[config.mk]
export PLATFORM = sky130hd
export DESIGN_NAME = csr_access_ctrl
export DESIGN_NICKNAME = d
export VERILOG_FILES = /design/src/rtl/csr_access_ctrl_pkg.sv /design/src/rtl/csr_access_ctrl.sv
export SDC_FILE = /design/constraint.sdc
export NUM_CORES = 1
export LEC_CHECK = 0
export CORE_UTILIZATION = 47
export DETAILED_ROUTE_END_ITERATION = 8
export PLACE_DENSITY = 0.8
export SYNTH_ARGS = -nofsm -noshare
export SYNTH_HDL_FRONTEND = slang
export SYNTH_SLANG_ARGS = --single-unit
[constraint.sdc]
create_clock -name clk -period 2.6 [get_ports clk]
set_clock_uncertainty 0.1 [all_clocks]
set_input_delay 0.78 -clock clk [delete_from_list [all_inputs] [get_ports clk]]
set_output_delay 0.78 -clock clk [all_outputs]
set_load 0.01 [all_outputs]
[src/rtl/csr_access_ctrl_pkg.sv]
// ----------------------------------------------------------------------------
// csr_access_ctrl_pkg
//  Shared encodings for the CSR access controller: the CSR op codes driven by
//  the decoder onto req_op, the controller FSM states, and a small helper that
//  tells whether an op performs a CSR-file write.
// ----------------------------------------------------------------------------
package csr_access_ctrl_pkg;

    // CSR op encoding on req_op; the decoder maps ALU_CSRRD/CSRWR/CSRXCHG here
    typedef enum logic [1:0] {
        CSR_OP_RD   = 2'b00,
        CSR_OP_WR   = 2'b01,
        CSR_OP_XCHG = 2'b10,
        CSR_OP_RSVD = 2'b11
    } csr_op_e;

    // Controller FSM states
    typedef enum logic [2:0] {
        ST_IDLE  = 3'd0,
        ST_READ  = 3'd1,
        ST_WAIT  = 3'd2,
        ST_WRITE = 3'd3,
        ST_RESP  = 3'd4
    } csr_state_e;

    // Only WR and XCHG write the CSR file; the reserved code behaves as a read
    function automatic logic op_writes(input csr_op_e op);
        logic wr_s;
        case (op)
            CSR_OP_WR:   wr_s = 1'b1;
            CSR_OP_XCHG: wr_s = 1'b1;
            default:     wr_s = 1'b0;
        endcase
        return wr_s;
    endfunction

endpackage

[src/rtl/csr_access_ctrl.sv]
// ----------------------------------------------------------------------------
// csr_access_ctrl
//  Sequences CSRRD / CSRWR / CSRXCHG from the execute stage onto the single
//  CSR-file read/write port pair, one op in flight at a time, and returns the
//  old CSR value for rd writeback.
//
//  Ports
//   clk, rst            rising-edge clock, synchronous active-high reset
//   flush               pipeline kill; aborts any op in flight
//   req_*               request handshake from EX (op, addr, new data, mask, rd)
//   csr_re/csr_raddr    CSR-file read strobe and address
//   csr_rdata           read data, valid RD_LAT cycles after csr_re
//   csr_we/waddr/wdata  CSR-file write strobe, address and data
//   resp_*              old-value writeback handshake (data, rd)
//   busy                controller is not idle
// ----------------------------------------------------------------------------
module csr_access_ctrl
    import csr_access_ctrl_pkg::*;
#(
    parameter int CSR_AW = 14,
    parameter int DW     = 32,
    parameter int RD_LAT = 1
) (
    input  logic              clk,
    input  logic              rst,
    input  logic              flush,
    input  logic              req_valid,
    output logic              req_ready,
    input  logic [1:0]        req_op,
    input  logic [CSR_AW-1:0] req_addr,
    input  logic [DW-1:0]     req_wdata,
    input  logic [DW-1:0]     req_mask,
    input  logic [4:0]        req_rd,
    output logic              csr_re,
    output logic [CSR_AW-1:0] csr_raddr,
    input  logic [DW-1:0]     csr_rdata,
    output logic              csr_we,
    output logic [CSR_AW-1:0] csr_waddr,
    output logic [DW-1:0]     csr_wdata,
    output logic              resp_valid,
    input  logic              resp_ready,
    output logic [DW-1:0]     resp_data,
    output logic [4:0]        resp_rd,
    output logic              busy
);

    localparam int CNT_W = (RD_LAT > 1) ? $clog2(RD_LAT) : 1;
    localparam logic [CNT_W-1:0] CNT_LOAD = CNT_W'(RD_LAT - 1);

    csr_state_e        state_r;
    csr_op_e           op_r;
    logic [CSR_AW-1:0] addr_r;
    logic [DW-1:0]     wdata_r;
    logic [DW-1:0]     mask_r;
    logic [4:0]        rd_r;
    logic [CNT_W-1:0]  cnt_r;
    logic [DW-1:0]     old_r;
    logic              csr_re_r;
    logic [CSR_AW-1:0] csr_raddr_r;
    logic              csr_we_r;
    logic [CSR_AW-1:0] csr_waddr_r;
    logic [DW-1:0]     csr_wdata_r;
    logic              resp_valid_r;
    logic [DW-1:0]     merge_s;

    // XCHG merge: masked bits from the new value, the rest from the old value.
    // csr_rdata is used directly because it is captured into old_r on the same
    // edge that the write data is registered.
    assign merge_s = (wdata_r & mask_r) | (csr_rdata & ~mask_r);

    // Controller FSM, operand latches and registered CSR-port/response outputs
    always_ff @(posedge clk) begin
        if (rst) begin
            state_r      <= ST_IDLE;
            op_r         <= CSR_OP_RD;
            addr_r       <= {CSR_AW{1'b0}};
            wdata_r      <= {DW{1'b0}};
            mask_r       <= {DW{1'b0}};
            rd_r         <= 5'd0;
            cnt_r        <= {CNT_W{1'b0}};
            old_r        <= {DW{1'b0}};
            csr_re_r     <= 1'b0;
            csr_raddr_r  <= {CSR_AW{1'b0}};
            csr_we_r     <= 1'b0;
            csr_waddr_r  <= {CSR_AW{1'b0}};
            csr_wdata_r  <= {DW{1'b0}};
            resp_valid_r <= 1'b0;
        end else begin
            // Strobes are single-cycle pulses unless a state re-asserts them
            csr_re_r <= 1'b0;
            csr_we_r <= 1'b0;
            case (state_r)
                ST_IDLE: begin
                    if (req_valid && !flush) begin
                        op_r        <= csr_op_e'(req_op);
                        addr_r      <= req_addr;
                        wdata_r     <= req_wdata;
                        mask_r      <= req_mask;
                        rd_r        <= req_rd;
                        csr_re_r    <= 1'b1;
                        csr_raddr_r <= req_addr;
                        state_r     <= ST_READ;
                    end else begin
                        state_r <= ST_IDLE;
                    end
                end
                ST_READ: begin
                    if (flush) begin
                        state_r <= ST_IDLE;
                    end else begin
                        cnt_r   <= CNT_LOAD;
                        state_r <= ST_WAIT;
                    end
                end
                ST_WAIT: begin
                    if (flush) begin
                        state_r <= ST_IDLE;
                    end else if (cnt_r == {CNT_W{1'b0}}) begin
                        old_r <= csr_rdata;
                        if (op_writes(op_r)) begin
                            csr_we_r    <= 1'b1;
                            csr_waddr_r <= addr_r;
                            csr_wdata_r <= (op_r == CSR_OP_XCHG) ? merge_s : wdata_r;
                            state_r     <= ST_WRITE;
                        end else begin
                            resp_valid_r <= 1'b1;
                            state_r      <= ST_RESP;
                        end
                    end else begin
                        cnt_r <= cnt_r - CNT_W'(1);
                    end
                end
                ST_WRITE: begin
                    if (flush) begin
                        state_r <= ST_IDLE;
                    end else begin
                        resp_valid_r <= 1'b1;
                        state_r      <= ST_RESP;
                    end
                end
                ST_RESP: begin
                    if (flush || resp_ready) begin
                        resp_valid_r <= 1'b0;
                        state_r      <= ST_IDLE;
                    end else begin
                        resp_valid_r <= 1'b1;
                    end
                end
                default: begin
                    resp_valid_r <= 1'b0;
                    state_r      <= ST_IDLE;
                end
            endcase
        end
    end

    // flush must suppress a write or response already registered for this
    // cycle, so those two strobes are qualified combinationally
    assign csr_we     = csr_we_r && !flush;
    assign resp_valid = resp_valid_r && !flush;

    assign req_ready  = (state_r == ST_IDLE) && !flush;
    assign busy       = (state_r != ST_IDLE);
    assign csr_re     = csr_re_r;
    assign csr_raddr  = csr_raddr_r;
    assign csr_waddr  = csr_waddr_r;
    assign csr_wdata  = csr_wdata_r;
    assign resp_data  = old_r;
    assign resp_rd    = rd_r;

endmodule

; ---- Word-level counts from Yosys, hierarchy flattened
; Cells that the tools add are included.
[op_classes]
add_sub_neg = 1
eq_ne = 13
mux = 26
bitwise_logic = 9
reduce_logical = 19
[ops]
columns = op, n
row1 = $and A32 B32 Y32, 2
row2 = $mux W32, 1
row3 = $not A32 Y32, 1
row4 = $or A32 B32 Y32, 1
row5 = $mux W1, 16
row6 = $mux W3, 5
row7 = $pmux W3 S5, 1
row8 = $ne A2 B2 Y1 const B, 6
row9 = $eq A3 B2 Y1 const B, 2
row10 = $reduce_and A3 Y1, 2
row11 = $reduce_or A2 Y1, 3
row12 = $not A1 Y1, 5
row13 = $reduce_and A5 Y1, 1
row14 = $logic_and A1 B1 Y1, 4
row15 = $pmux W1 S4, 1
row16 = $reduce_and A2 Y1, 2
row17 = $reduce_and A4 Y1, 1
row18 = $reduce_or A4 Y1, 1
row19 = $eq A3 B1 Y1 const B, 1
row20 = $eq A3 B3 Y1 const B, 1
row21 = $logic_not A3 Y1, 1
row22 = $ne A3 B3 Y1 const B, 1
row23 = $reduce_bool A3 Y1, 1
row24 = $eq A2 B1 Y1 const B, 1
row25 = 7 further kinds, 7
[totals]
regBits = 170
in_bits = 122
out_inout_bits = 102
elab_cells = 81

; ---- Logic depth before layout (Yosys ltp)
[depth]
ltp_word = 11
depth_mapped = 7
depth_no_buf = 5

; ---- Worst setup path after synthesis
; OpenSTA, ideal clock, no wires.
[synth_timing]
path_type = input to output
from = in flush
to = out req_ready
arrival_ps = 1509
t_required_ps = 1720
setup_slack_ps = 211
cell_stages = 3
path_buffers = 2
cell_sequence = buf_2 > nor4_4 > clkbuf_1
[synth_between]
elab_chain_len = 2
[synth_lines]
columns = item, line
row1 = "start, declared", csr_access_ctrl.sv:26  ; input logic flush,
row2 = $logic_not A1 Y1, csr_access_ctrl.sv:162  ; assign req_ready = (state_r == ST_IDLE) && !flush;
row3 = $logic_and A1 B1 Y1, csr_access_ctrl.sv:162
row4 = "end, declared", csr_access_ctrl.sv:28  ; output logic req_ready,
; No other way between the ends.

; ---- Worst setup path after layout
[layout_timing]
from = reg state_r[0]
to = out busy
[layout_between]
elab_chain_len = 1
[layout_lines]
columns = item, line
row1 = "start, declared", csr_access_ctrl.sv:50  ; csr_state_e state_r;
row2 = "start signal, assigned", csr_access_ctrl.sv:74  ; state_r <= ST_IDLE;
row3 = "start signal, assigned", csr_access_ctrl.sv:102  ; state_r <= ST_READ;
row4 = "start signal, assigned", csr_access_ctrl.sv:104  ; state_r <= ST_IDLE;
row5 = $reduce_bool A3 Y1, csr_access_ctrl.sv:163  ; assign busy = (state_r != ST_IDLE);
row6 = "end, declared", csr_access_ctrl.sv:44  ; output logic busy
; No other way between the ends.

==> impl_results.md <==
- Die ar.: 15900 sq um
- Peak VDD IR: 0.000441 V
- H-Tree Depth: 4
- Drt total wl: 20100 microns
- Reg power frac: 45.2%
- Total GRT Usage: 25.4%
- Ys Warns: 0
- Input/output buffers: 223
- Post-place setup slack: -0.383 ns
- Slowest cell on crit path: clkdlybuf4s50_1
- Mapped Cells: 805
- Final setup vio count: 0
- DR vias: 6660
- Global route total overflow: 0
- Cell internal pwr: 4630 uW
- Power share of the clock group: 43.5%
- Hold path cells: 2
- NetSw: 1350 uW
- Worst Path Buf+Inv: 1
- Router iterations before antenna repair: 5
- Final Cycle Share: 97.1%
- Clk slew on worst S/H paths: 0.06 ns
- Hold Path End: resp_data[0]$_SDFFE_PP0P_
- Antenna Violating Nets Remaining: 0
- Largest net degree at the start of global routing: 60
- Worst hold slack: 0.353 ns
- Slew @ Worst Pin: 0.587 ns
- IO Pins: 224
- Starting Density: 47.9%
- DRT iter0 DRCs: 377
- CTS tree: built
- FMAX: 396 MHz
- Row Count: 45
- Core Region: 15100 sq um
- TritonCTS Buffers: 17
- Vias in the first global route: 6253
- Most common cell after layout, fill and taps aside: clkdlybuf4s50_1
- Initial antenna violation count: 1
- Hold Path Class: reg -> reg
- Final instance area: 10300 sq um
- Worst stage delay on the critical path: 0.48 ns
- Power Density: 580 nW/um^2
- Power Total: 5980 uW
- Hold Startpoint: resp_data[0]$_SDFFE_PP0P_
- Largest fanout on the critical path: 8
- Kind of cell adding the most delay to the critical path: buffers and inverters
- Hold Violations, Final: 0
- Pleak: 0.00341 uW
- #FFs+latches synth: 169
- Synth Flop Type: dfxtp_1
- Antenna Cells: 0
- Clk_lat worst skew: 0.42 ns
- Longest Clk Path Bufs: 2
- WL/cell: 16.9 microns
- Layout cells sized above 1: 6.49%
- Logic pwr share: 11.3%
- Run status: finished clean
- Worst EP required: 1.72 ns
- Nets: 1112
- RSZ-0062 raised after global routing: false
- Syn nets: 928
- Max-Cap Viols: 0
- Post-route minimum period: 2.53 ns
- Worst path cell trace: or3_1 > clkdlybuf4s50_1
- Worst R2R Setup Slack: 0.35 ns
- Most frequent cells in the layout: 217 x clkdlybuf4s50_1, 167 x dfxtp_1, 89 x nand2b_1
- DIE HEIGHT: 126 microns
- FF-to-FF End: mask_r[11]$_SDFFE_PP0P_
- Setup Fix Bufs, Post-CTS: 0
- Post-DP HPWL: 13100 microns
- Avg Inst Size Synth: 9.01 sq um
- Post-synth EDFFs: 0
- Mapped cell area: 7250 sq um
- Switching Fraction: 22.6%
- FFs w/ async S/R, synth: 0%
- CTS sink count: 169
- Final worst slack: 0.0747 ns
- R2R cell count: 5
- DIE WIDTH: 126 microns
- Root buf cell: clkbuf_16
- Arr. time, crit path: 1.65 ns
- Layout overhead on the synthesized area: 42.2%
- Crit path launch type: flip-flop
- Drt drc: 0
- First-pass GRT wire length: 32200 microns
- Kind of critical path: reg -> out
- Vias per Instance: 5.60
- Reg-to-reg startpoint: state_r[0]$_SDFFE_PP0P_
- Final Max Tran Viols: 0
- Unique cell type count in the Yosys netlist: 33
- Max-Slew Margin vs Limit: 60.9%
- Placed inst area: 9710 sq um
- GP Congestion: 0.766
- Crit end category: output port
- Sequential share of the synthesized area: 46.7%
layout make-up:
cell class	count	area (sq um)
clock buffers	24	452
multi-input cells	542	3450
inverters	5	18.8
well taps	188	235
clock inverters	7	144
flip-flops and latches	169	3390
repair buffers	254	2630
fillers	1227	4840
cells in the mapped netlist (4+ instances only):
cell type | n | share of area [%]
buf_4 | 9 | 0.93
clkbuf_1 | 57 | 3.0
dfxtp_1 | 169 | 47
nand4b_1 | 85 | 10
nor2b_1 | 28 | 2.4
inv_1 | 4 | 0.21
o21ai_1 | 50 | 3.5
a311oi_1 | 32 | 3.9
buf_2 | 18 | 1.2
mux2i_1 | 33 | 4.6
nand2b_1 | 89 | 7.7
nand2_1 | 66 | 3.4
o21ai_0 | 48 | 3.3
nor2_1 | 4 | 0.21
a21oi_1 | 79 | 5.5
nand3_1 | 14 | 0.97
cell families after synthesis:
logic type / after synthesis / synth area share (%)
adders and majority gates: 1 / 0.173
muxes: 33 / 4.56
buffers and inverters: 94 / 5.80
DFF: 169 / 46.7
AOI/OAI and AO/OA: 213 / 16.5
and+or+nand+nor: 295 / 26.3
registers in the layout, indices dropped and copies added (netlist names):
register / cells
csr_wdata: 32
state_r: 3
resp_rd: 5
mask_r: 32
op_r: 2
csr_waddr: 14
resp_valid_r: 1
csr_raddr: 14
csr_we_r: 1
csr_re: 1
resp_data: 32
wdata_r: 32
metal layers:
layer	GRT usage, %	up-vias	part of all wire, %
li1	-	3230	-
met1	32.0	3166	44
met2	41.5	237	48
met3	7.35	27	6.9
met4	8.43	0	1.6
met5	0	-	0
worst max-delay path by stage:
stage / depth (start not counted) / endpoint / slack, ns / startpoint
global placement: 4 / csr_we / -0.34 / flush
finish: 2 / busy / 0.07 / state_r[0]$_SDFFE_PP0P_
floorplan: 3 / req_ready / 0.21 / flush
CTS: 2 / busy / 0.01 / state_r[2]$_SDFFE_PP0P_
global route: 2 / busy / 0.03 / state_r[1]$_SDFFE_PP0P_
detailed placement: 6 / mask_r[11]$_SDFFE_PP0P_ / -0.38 / flush
repair_timing:
| item | 4_1_cts | 5_1_grt |
|---|---|---|
| resized for setup | 8 | 1 |
| endpoints found under the setup margin | 4 | 1 |
| endpoints found under the hold margin | 0 | 0 |
| hold buffers | 0 | 0 |
| pin swaps | 0 | 0 |
stage by stage:
step	std cells	TNS (ns)	util (%)
final	1189	0	68.1
after global routing	1189	0	68.1
after CTS	1189	0	68.1
after detailed placement	1158	-29.67	64.1
after global placement	1158	-26.03	64.1
after floorplan	805	0	-
tightest hold or removal path, stage by stage (launching register included):
cell     delay, ns
dfxtp_1       0.31
nand2_1       0.05
a21oi_1       0.05
power by group through the flow:
stage,Combinational (uW),Sequential (uW),Clock (uW)
finish,674,2700,2600
global route,728,2710,2760
CTS,675,2700,2640
detailed placement,672,2760,0
global placement,667,2760,0
floorplan,316,2760,0
Note: power is estimated with default switching activity, not from simulation.
==> patch 1 (same flow settings) <==
The parameter `CSR_AW` goes from 14 to 16.
--- a/src/rtl/csr_access_ctrl.sv
+++ b/src/rtl/csr_access_ctrl.sv
@@ -17,7 +17,7 @@
 module csr_access_ctrl
     import csr_access_ctrl_pkg::*;
 #(
-    parameter int CSR_AW = 14,
+    parameter int CSR_AW = 16,
     parameter int DW     = 32,
     parameter int RD_LAT = 1
 ) (
Ports: changed (resized csr_raddr, csr_waddr and req_addr); port bits go from 224 to 230. No check against the original RTL was run, so the function may have changed too.
==> patch 1 against the original RTL <==
- sequential cell count increased by 4
- synthesized cell count up 2.1%
- area after synthesis grew 1.5%
- routed wire length increased by 2.4%
- total power up 0.29%
- critical path depth increased by 1
- sequential share of layout area increased by 0.058 points
- first-iteration DRC count up 20%
- count of clock-buffer cells in the layout is 1 lower
- final area up 2.1%
- critical endpoint is now req_ready
- setup slack better by 0.022 ns
- largest power group unchanged
- worst hold slack about the same
==> patch 1: results (changes against the original RTL) <==
- Mapped Nets: 947 (+2.0%)
- Number of resized instances in the post-cts repair step: 8 (unchanged)
- Pin count of the biggest net entering global routing: 74 (+23%)
- The global-route wire length before repair was 32.6 mm (+1.2%).
- The fraction of the mapped netlist area in compound gates is 16.7% (+0.16 points).
- Delay of the slowest critical-path stage: 0.35 ns (-0.13 ns)
* Post-synthesis sequential area ratio: 47.1% (+0.40 points)
- The count of port buffers added during placement was 229 (+2.7%).
- Proportion of layout cells with a drive suffix above 1: 6.83% (+0.34 points)
- Tightest Pin Transition: 0.381 ns (-0.206 ns)
* Hold Fails Final Rpt: 0 (unchanged)
* Worst hold start: resp_data[3]
- Largest cells by area after synthesis: dfxtp_1 (47%), nand4b_1 (10%), nand2b_1 (7.7%)
- Leading post-synthesis cells by instance count: dfxtp_1 (173), nand2b_1 (91), nand4b_1 (87), a21oi_1 (81), o21ai_0 (72)
* Routed wirelength normalized by instance count: 16.6 um (-1.7%)
- WHS Endpoint: resp_data[3]
* Filler instances: 1262 (+2.9%)
- The worst-case vdd ir drop is 0.433 mV (-1.9%).
- Worst setup startpoint: flush
* WL met2: 9.60 mm (+0.31%)
- Biggest fanout along the worst timing path: 2 (-6)
- Number of violations reported at the end of detailed-routing iteration 0: 451 (+20%)
- Met3 wire length: 1.45 mm (+5.1%)
* Wire length on met1: 9.03 mm (+2.6%)
- Status: finished, final reports clean
* Highest signal layer in the routed design: met5
- The routability congestion estimate is 0.803 (+4.9%).
- Combined global-route utilization of all metal layers: 25.4% (about the same)
* End of the worst register-to-register path: wdata_r[5]
- Pleak: 3.48 nW (+2.1%)
- Adder-Cell Fraction of Synth Area: 0.170% (-0.0026 points)
- The share of synthesized area spent on multiplexers came to 4.49% (-0.067 points).
- The data arrival time of the worst path is 1.62 ns (-0.03 ns).
- The number of global-route vias before repair was 6331 (+1.2%).
* Crit path max-delay cell type: nor4_4
[patch 1: changes by cell type after synthesis, moves of 3 or more]
| cell | before | now |
|---|---|---|
| clkbuf_2 | 3 | 0 |
| o21ai_1 | 50 | 30 |
| buf_4 | 9 | 3 |
| o21ai_0 | 48 | 72 |
| dfxtp_1 | 169 | 173 |
| clkbuf_1 | 57 | 70 |
[patch 1: per-stage QoR]
step / setup slack, ns / hold WS, ns / utilization, % / total power [mW] / std cells
after global placement: -0.446 / 0.341 / 65.1 / 3.49 / 1204
final: 0.0968 / 0.354 / 69.0 / 6.00 / 1238
after floorplan: 0.178 / 0.342 / - / 3.14 / 822
after CTS: 0.105 / 0.355 / 69.0 / 6.04 / 1236
after global routing: 0.0889 / 0.372 / 69.0 / 6.21 / 1236
after detailed placement: -0.446 / 0.347 / 65.1 / 3.50 / 1204
[patch 1: worst max-delay path, delay by kind of cell]
| kind | cells | cell delay (ns) |
|---|---|---|
| simple gates | 1 | 0.35 |
| buf+inv | 2 | 0.49 |
[patch 1: power breakdown]
| part | switching [mW] | total [mW] | internal (mW) | leakage, nW |
|---|---|---|---|---|
| Clock | 1.04 | 2.55 | 1.52 | 0.285 |
| Combinational | 0.315 | 0.676 | 0.361 | 1.79 |
| Sequential | 0.0424 | 2.77 | 2.72 | 1.40 |
[patch 1: final cells by class]
class	instances	area (um^2)	area share, %
sequential	173	3460	32.9
clock buffer	23	488	4.64
timing repair buffer	261	2660	25.3
inverter	5	18.8	0.178
antenna	2	5.00	0.0475
tap	211	264	2.51
multi-input combinational	554	3520	33.4
clock inverter	9	110	1.05
[patch 1: layer usage]
layer / global-route usage [%] / up-vias
met3: 6.91 / 32
met1: 32.0 / 3152
met4: 9.73 / 2
li1: - / 3312
met5: 0 / -
met2: 41.4 / 235
==> patch 2 (same settings) <==
Without the edit above. Encoding of `csr_state_e`: now one-hot (5 bits for 5 states).
--- a/src/rtl/csr_access_ctrl_pkg.sv
+++ b/src/rtl/csr_access_ctrl_pkg.sv
@@ -15,12 +15,12 @@
     } csr_op_e;
 
     // Controller FSM states
-    typedef enum logic [2:0] {
-        ST_IDLE  = 3'd0,
-        ST_READ  = 3'd1,
-        ST_WAIT  = 3'd2,
-        ST_WRITE = 3'd3,
-        ST_RESP  = 3'd4
+    typedef enum logic [4:0] {
+        ST_IDLE  = 5'b00001,
+        ST_READ  = 5'b00010,
+        ST_WAIT  = 5'b00100,
+        ST_WRITE = 5'b01000,
+        ST_RESP  = 5'b10000
     } csr_state_e;
 
     // Only WR and XCHG write the CSR file; the reserved code behaves as a read
Function: same outputs for any inputs over 4 cycles, from zero or initial values and one cycle with rst high; so few cycles prove little.
==> patch 2 against the original RTL <==
- total power fell by 2.7%
- synthesized cell count is 0.75% lower
- area after synthesis shrank 9.6%
- utilization grew 3.5 points
- final area decreased by 7.0%
- sequential cell count grew 2
- final cell count decreased by 0.50%
- routed wire length down 10%
- via count decreased by 8.4%
- clock power shrank 2%
- setup slack improved by 0.0076 ns
- critical endpoint is now req_ready
- largest power group unchanged
==> patch 2: results (changes against the original RTL) <==
- The count of instances resized after the clock tree is built is 4 (-4).
* Insertion delay to the later sink of the worst-skew pair: 0.42 ns (about the same)
- The iteration-0 DRC count of the detailed router came to 329 (-13%).
- Synthesized area per cell: 8.21 um^2 (-8.9%)
* Detail Placement HPWL: 11.8 mm (-10%)
- The min-delay analysis places its worst path in the category reg2reg.
* Reported net switching power: 1.24 mW (-8.2%)
- Among all stages on the critical path, the largest delay is contributed by clkdlybuf4s50_1.
- The net count reported at finish is 1120 (+0.72%).
- The count of port buffers added during placement came to 223 (unchanged).
- CTS max path bufs: 2 (unchanged)
- In the synthesized netlist, the cells that appear most often are nand2_1 (251), dfxtp_1 (171), a21oi_1 (132), nor2_1 (40).
- The worst register-to-register path begins at op_r[0].
- Mapped Nets: 922 (-0.65%)
- Last weighted congestion value of the routability-driven placer: 0.833 (+8.8%)
* Combinational power: 0.536 mW (-20%)
- Category of cells accounting for the largest share of critical-path delay: buffers and inverters
* Number of optimization iterations in the first detailed-route pass: 4 (-1)
- The share of final-layout standard cells stronger than drive strength 1 is 5.26% (-1.2 points).
* H-tree depth: 4 (unchanged)
* N_diodes: 0 (unchanged)
* Delay of the slowest critical-path stage: 0.52 ns (+0.04 ns)
* Largest cells by area after synthesis: dfxtp_1 (52%), nand2_1 (14%), a21oi_1 (10%)
- The part of the Yosys area used for sequential elements came to 52.2% (+5.5 points).
- Worst reg-to-reg path cell count: 7 (+2)
- Maximum vdd drop: 0.436 mV (-1.1%)
- Gate power share: 9.2% (-2.1 points)
- The number of warnings reported in the yosys synthesis log came to 0 (unchanged).
- The share of async-settable or async-resettable flops after synthesis came to 0% (unchanged).
- The number of buffers inserted to repair setup after CTS was 1 (+1).
- The count of unique library cells instantiated by Yosys came to 27 (-18%).
- Internal reg-to-reg setup slack: 0.64 ns (+0.29 ns)
* Total via count in the routed design: 6103 (-8.4%)
- Via count normalized by instance count: 5.16 (-7.9%)
* Hold-critical path depth: 2 (unchanged)
- Worst Hold Margin: 0.349 ns (-0.00448 ns)
- Power in sequential cells: about 2.7 mW
- The worst hold path terminates at mask_r[26].
- Pleak: 3.37 nW (-1.1%)
- The endpoint identified for the worst register-to-register timing path is state_r[4].
* Combined global-route utilization of all metal layers: 25.0% (-0.38 points)
- Vias in the first global route: 5642 (-9.8%)
- The largest fanout on the critical path is 4 (-4).
- Routed wirelength normalized by instance count: 15.2 um (-10%)
* Cell Count Post-Placement: 1153 (-0.43%)
- The cell area after placement is 8990 um^2 (-7.4%).
- The largest net degree at the start of global routing is 52 (-13%).
- Num CTS Buffers: 17 (unchanged)
- Status: finished, final reports clean
- The worst hold path begins at mask_r[26].
- Initial antenna violation count: 0 (-1)
- Wire length of the first global-routing pass: 28.1 mm (-13%)
- The clock-pin slew of the registers on the worst-case setup and hold paths came to 0.06 ns (about the same).
- Top FF cell, synth: dfxtp_1
* Relative slew slack: 59.6% (-1.3 points)
[patch 2: cell types whose count changed in the layout (fill, tap and decap cells not counted), moves of 31 or more]
cell	before	now
a21oi_1	79	132
o21ai_1	50	0
a211oi_1	1	35
nor2_1	4	40
o21ai_0	48	17
nand2b_1	89	7
nand2_1	66	251
a311oi_1	32	0
nand4b_1	85	1
[patch 2: cells by family after synthesis]
kind of cell,Yosys count,share of synthesized area (%)
and+or+nand+nor,341,21.8
adders and majority gates,1,0.191
buffers and inverters,66,4.96
muxes,33,5.04
xor gates and xnor gates,1,0.134
DFF,171,52.2
AOI/OAI and AO/OA,186,15.6
[patch 2: cell type report]
cell class                      count  area [um^2]
Sequential cell                   171         3420
Multi-Input combinational cell    562         2820
Clock buffer                       22          484
Inverter                            2         7.51
Timing Repair Buffer              243         2520
Tap cell                          176          220
Fill cell                        1069         3810
Clock inverter                      7          115
[patch 2: worst max path at each step]
stage | startpoint | to | slack, ns | depth (start not counted)
3_5_place_dp | flush | csr_we | -0.19 | 3
4_1_cts | flush | req_ready | 0.08 | 3
3_3_place_gp | flush | req_ready | -0.18 | 3
6_report | flush | req_ready | 0.08 | 3
5_1_grt | flush | csr_we | 0.02 | 3
2_1_floorplan | flush | csr_wdata[11] | 0.47 | 7
[patch 2: through the flow]
step / setup WS, ns / utilization [%]
after floorplan: 0.472 / -
after detailed placement: -0.190 / 67.1
after CTS: 0.0795 / 71.6
final: 0.0823 / 71.6
after global routing: 0.0214 / 71.6
after global placement: -0.176 / 67.1
[patch 2: layer usage]
layer	GRT usage (%)	wire length (um)	vias to the layer above
li1	-	-	3036
met1	29.8	7740	2863
met2	42.9	8770	185
met3	7.08	1220	19
met4	8.36	248	0
met5	0	0	-
